$ cat config.mk
export PLATFORM = sky130hd
export DESIGN_NAME = cfg_loader
export DESIGN_NICKNAME = d
export VERILOG_FILES = /design/src/rtl/cfg_loader.sv
export SDC_FILE = /design/constraint.sdc
export NUM_CORES = 1
export LEC_CHECK = 0
export CORE_AREA = 5 5 77 79
export DETAILED_ROUTE_END_ITERATION = 8
export DIE_AREA = 0 0 82 84
export GPL_ROUTABILITY_DRIVEN = 1
export PLACE_DENSITY = 0.84
export SKIP_LAST_GASP = 1
export SYNTH_ARGS = -nofsm -noshare
export SYNTH_HDL_FRONTEND = slang
export SYNTH_SLANG_ARGS = --single-unit
$ cat constraint.sdc
create_clock -name prog_clk -period 5.5 [get_ports prog_clk]
set_clock_uncertainty 0.05 [all_clocks]
set_input_delay 0.825 -clock prog_clk [delete_from_list [all_inputs] [get_ports prog_clk]]
set_output_delay 0.825 -clock prog_clk [all_outputs]
set_load 0.005 [all_outputs]
$ cat src/rtl/cfg_loader.sv
// Serial configuration loader: streams CHAIN_LEN bits from host words into a shift chain, LSB first.
// Optional readback/verify pass is enabled by defining CFG_LOADER_READBACK_EN.
module cfg_loader #(
  parameter int CHAIN_LEN = 69,
  parameter int WORD_W    = 32
) (
  input  logic              prog_clk,
  input  logic              rst,
  input  logic              start,
  input  logic [WORD_W-1:0] wr_data,
  input  logic              wr_valid,
  output logic              wr_ready,
  output logic              prog_out,
  output logic              prog_en,
  input  logic              chain_ret,
  output logic              busy,
  output logic              done,
  output logic              err
);

  localparam int CNT_W  = $clog2(CHAIN_LEN + 1);
  localparam int PEND_W = $clog2(WORD_W + 1);

  typedef enum logic [1:0] {
    IDLE   = 2'd0,
    LOAD   = 2'd1,
`ifdef CFG_LOADER_READBACK_EN
    VERIFY = 2'd2,
`endif
    DONE   = 2'd3
  } state_t;

  state_t            state_r;
  logic [WORD_W-1:0] word_r;
  logic [PEND_W-1:0] pend_r;
  logic [CNT_W-1:0]  sent_r;
  logic              prog_out_r;
  logic              prog_en_r;
  logic              wr_ready_r;
  logic              busy_r;
  logic              done_r;
  logic [31:0]       rem_s;
  logic [31:0]       take_s;
  logic              last_bit_s;

`ifdef CFG_LOADER_READBACK_EN
  logic [CHAIN_LEN-1:0] copy_r;
  logic                 err_r;
`endif

  // Bits still owed to the chain, bits the next word contributes, and whether the next bit is the final one
  always_comb begin
    rem_s = 32'(CHAIN_LEN) - 32'(sent_r);
    if (rem_s > 32'(WORD_W)) begin
      take_s = 32'(WORD_W);
    end else begin
      take_s = rem_s;
    end
    last_bit_s = (32'(sent_r) + 32'd1) >= 32'(CHAIN_LEN);
  end

  // Loader FSM; prog_out holds the bit being shifted, word_r holds the bits of the current word still pending
  always_ff @(posedge prog_clk) begin
    if (rst) begin
      state_r    <= IDLE;
      word_r     <= '0;
      pend_r     <= '0;
      sent_r     <= '0;
      prog_out_r <= 1'b0;
      prog_en_r  <= 1'b0;
      wr_ready_r <= 1'b0;
      busy_r     <= 1'b0;
      done_r     <= 1'b0;
`ifdef CFG_LOADER_READBACK_EN
      copy_r     <= '0;
      err_r      <= 1'b0;
`endif
    end else begin
      case (state_r)
        IDLE: begin
          done_r    <= 1'b0;
          prog_en_r <= 1'b0;
          if (start) begin
            state_r    <= LOAD;
            busy_r     <= 1'b1;
            sent_r     <= '0;
            pend_r     <= '0;
            wr_ready_r <= 1'b1;
`ifdef CFG_LOADER_READBACK_EN
            err_r      <= 1'b0;
`endif
          end
        end
        LOAD: begin
          if (pend_r != '0) begin
            prog_out_r <= word_r[0];
            word_r     <= word_r >> 1;
            pend_r     <= pend_r - PEND_W'(1);
            sent_r     <= sent_r + CNT_W'(1);
            prog_en_r  <= 1'b1;
            // Ready rises while the last pending bit is on the wire so the next word follows with no gap
            wr_ready_r <= (pend_r == PEND_W'(1)) && !last_bit_s;
`ifdef CFG_LOADER_READBACK_EN
            copy_r[sent_r] <= word_r[0];
`endif
          end else if (32'(sent_r) >= 32'(CHAIN_LEN)) begin
            wr_ready_r <= 1'b0;
`ifdef CFG_LOADER_READBACK_EN
            state_r    <= VERIFY;
            prog_out_r <= copy_r[0];
            prog_en_r  <= 1'b1;
            sent_r     <= CNT_W'(1);
`else
            state_r    <= DONE;
            prog_out_r <= 1'b0;
            prog_en_r  <= 1'b0;
            busy_r     <= 1'b0;
            done_r     <= 1'b1;
`endif
          end else if (wr_valid && wr_ready_r) begin
            prog_out_r <= wr_data[0];
            word_r     <= wr_data >> 1;
            pend_r     <= PEND_W'(take_s - 32'd1);
            sent_r     <= sent_r + CNT_W'(1);
            prog_en_r  <= 1'b1;
            wr_ready_r <= (take_s == 32'd1) && !last_bit_s;
`ifdef CFG_LOADER_READBACK_EN
            copy_r[sent_r] <= wr_data[0];
`endif
          end else begin
            prog_en_r <= 1'b0;
          end
        end
`ifdef CFG_LOADER_READBACK_EN
        VERIFY: begin
          // chain_ret carries original bit k while copy bit k is being shifted back in
          if (chain_ret != prog_out_r) begin
            err_r <= 1'b1;
          end
          if (32'(sent_r) >= 32'(CHAIN_LEN)) begin
            state_r    <= DONE;
            prog_out_r <= 1'b0;
            prog_en_r  <= 1'b0;
            busy_r     <= 1'b0;
            done_r     <= 1'b1;
          end else begin
            prog_out_r <= copy_r[sent_r];
            sent_r     <= sent_r + CNT_W'(1);
            prog_en_r  <= 1'b1;
          end
        end
`endif
        DONE: begin
          done_r  <= 1'b0;
          state_r <= IDLE;
        end
        default: begin
          state_r    <= IDLE;
          prog_en_r  <= 1'b0;
          wr_ready_r <= 1'b0;
          busy_r     <= 1'b0;
          done_r     <= 1'b0;
        end
      endcase
    end
  end

  assign wr_ready = wr_ready_r;
  assign prog_out = prog_out_r;
  assign prog_en  = prog_en_r;
  assign busy     = busy_r;
  assign done     = done_r;

`ifdef CFG_LOADER_READBACK_EN
  assign err = err_r;
`else
  logic unused_chain_ret;
  assign unused_chain_ret = chain_ret;
  assign err = 1'b0;
`endif

endmodule
==> impl_metrics.toml <==
[status]
status = "completed"

[drt]
first_pass_iters = 4
drt_iter0_drc = 148
wl_mm = 6.70
viasPerCell = 5.87
drt-wirelength-per-cell_um = 14.2
route.detailed.drc = 0
ant_nets = 0
vias = 2777

[yosys]
synth_cell_types = 51
synth_edf_count = 0
synth-warning-count = 0
syn_area_per_cell_sq_um = 7.73
synth_ff_type = "dfxtp_1"
ys_seq_area_frac = 0.347
syn_nets = 428
syn_area_sq_mm = 0.00295
synth_seq_cells = 51
synth_cells = 381
ys_async_sr_fraction = 0

[global_routing]
grt_pass1_vias = 2625
grt_usage = 0.203
grt_max_degree = 55
overflow = 0
grt_pass1_wl_mm = 11.5
antenna_found_initial = 0

[hold_path]
min_path_cells = 2
whs_endpoint = "done"
hp-class = "reg -> reg"
holdCritStartpoint = "done"

[clock_tree]
insertion_delay_ns = 0.30
root_buffer = "clkbuf_8"
cts_tree = "built"
cts_setup_buffers = 0
cts-resized-gates = 0
htreeDepth = 2
postCtsHoldBufs = 0
cts_buffers = 5
max-clock-path-buffers = 2
path_clk_slew_ns = 0.09
clkSinkCount = 51

[placement]
detailed_place_hpwl_mm = 4.65
place_congestion = 0.896
io_buffer_count = 40

[timing]
slew_viol_final = 0
timing.slew.headroom = 0.476
setup_viol_count_final = 0
worst_slew_pin_slew_ns = 0.785
setup_tns_ns = 0
timing.hold.ws_ns = 0.415
fin_crit_ns = 3.32
rsz0062_at_grt = "false"
clock.fmax_ghz = 0.301
finalCritPeriodShare = 0.604
final-hold-violation-count = 0

[pwr]
p_int_mw = 0.871
clkPwrFrac = 0.135
p_comb_frac = 0.508
peakVddDrop_uv = 404
seqPwrFrac = 0.357
powerDensity_mw_per_mm2 = 461
leakagePower_nw = 1.24
switching_share = 0.447
p_switching_mw = 0.704

[setup_path]
r2r_start = "sent_r[2]"
r2r_setup_slack_ns = 2.18
reg2reg_depth = 10
endpoint_kind = "register"
reg2reg_to = "pend_r[2]"
arrival_ns = 3.44
crit_type = "reg -> reg"
start_kind = "register"
cp_data_required_time_ns = 5.61
worst-path-max-fanout = 15

[die]
initial_core_util = 0.559
io_pins = 43
die_w_um = 82
row_count = 27
core_area_sq_mm = 0.00527
dieArea_sq_mm = 0.00689
die_height_um = 84

[final_layout]
n_antenna_cell = 0
syn2layout_area_growth_pct = 15.9
layout_commonest_cell = "nand2_1"
final_util = 0.648
layout_common_cells = "nand2_1 (86), dfxtp_1 (51), nor2_1 (43)"
drive_above_1_share = 0.0424
final_nets = 448

[job]
maxCapViolCount = 0
-- synthesized netlist by cell type (2+ instances only) --
cell type   n  area (sq um)
nand2_1    86           323
dfxtp_1    51          1020
nor2_1     43           161
a311oi_1   33           289
clkbuf_1   20          75.1
a21oi_1    13          65.1
nand3_1    11          55.1
ha_1       10           125
inv_1      10          37.5
o21ai_0     8          40.0
buf_2       7          35.0
xnor2_1     7          61.3
nor3_1      6          30.0
a31oi_1     5          31.3
nor2b_1     5          31.3
a211oi_1    4          30.0
and2_1      4          25.0
buf_4       4          30.0
o211a_1     4          40.0
a22oi_1     3          22.5
nand2b_1    3          18.8
nand4_1     3          18.8
nor3b_1     3          22.5
nor4_1      3          18.8
o31ai_1     3          22.5
mux2i_1     2          20.0
o211ai_1    2          15.0
o21a_1      2          15.0
o21bai_1    2          15.0
o221ai_1    2          17.5
xor2_1      2          17.5
-- how the worst max path moves through the flow --
stage / from / end / slack (ns) / depth (start not counted)
floorplan: sent_r[2] / pend_r[2] / 3.04 / 9
global placement: wr_valid / pend_r[4] / 2.38 / 6
detailed placement: sent_r[2] / pend_r[2] / 2.23 / 10
CTS: sent_r[2] / pend_r[2] / 2.22 / 10
global route: sent_r[2] / pend_r[2] / 1.97 / 10
finish: sent_r[2] / pend_r[2] / 2.18 / 10
-- per-stage QoR --
stage | total power, mW | cell area, sq um | std cells | setup slack (ns)
finish | 1.57 | 3410 | 473 | 2.18
global placement | 1.34 | 3330 | 466 | 2.38
global route | 1.72 | 3410 | 473 | 1.97
floorplan | 1.20 | 2950 | 381 | 3.04
CTS | 1.59 | 3410 | 473 | 2.22
detailed placement | 1.37 | 3330 | 466 | 2.23
-- critical path, cell delays in order, from the launching register on --
cell	delay, ns
dfxtp_1	0.67
ha_1	0.38
xnor2_1	0.18
nand3_1	0.15
o21ai_0	0.45
nand3_1	0.21
ha_1	0.29
o221ai_1	0.10
o21ai_0	0.12
a311oi_1	0.39
o221ai_1	0.18
-- sequential cells by signal (all words and copies together), names as in the netlist --
signal,count
word_r,31
sent_r,7
pend_r,6
state_r,2
busy,1
done,1
prog_en,1
prog_out,1
wr_ready,1
-- per-layer routing --
metal  track usage  up-vias  share of wire
met4        0.0816        0          0.029
li1              -     1398              -
met2         0.320       77           0.47
met3        0.0367       17          0.049
met1         0.270     1285           0.46
met5             0        -              0
-- cell type report --
cell class	count	area, sq um
fillers	460	1860
multi-input cells	289	1750
flip-flops and latches	51	1020
repair buffers	44	430
well taps	72	90.1
clock buffers	6	82.6
inverters	10	37.5
clock inverters	1	5.00
-- cells by family after synthesis --
group	after synthesis	synth area share
multiplexers	2	0.00680
adder cells (fa/ha/maj)	10	0.0425
AND/OR/NAND/NOR	173	0.257
XOR/XNOR	9	0.0268
other	1	0.00127
AO/OA/AOI/OAI	94	0.258
buffers and inverters	41	0.0603
flip-flops	51	0.347
-- power by group through the flow --
stage,Sequential (mW),Clock (mW),Combinational (mW)
after floorplan,0.546,0,0.658
after detailed placement,0.570,0,0.805
final,0.563,0.213,0.799
after global routing,0.578,0.229,0.910
after CTS,0.562,0.219,0.807
after global placement,0.565,0,0.778
(Power assumes the default switching activity.)
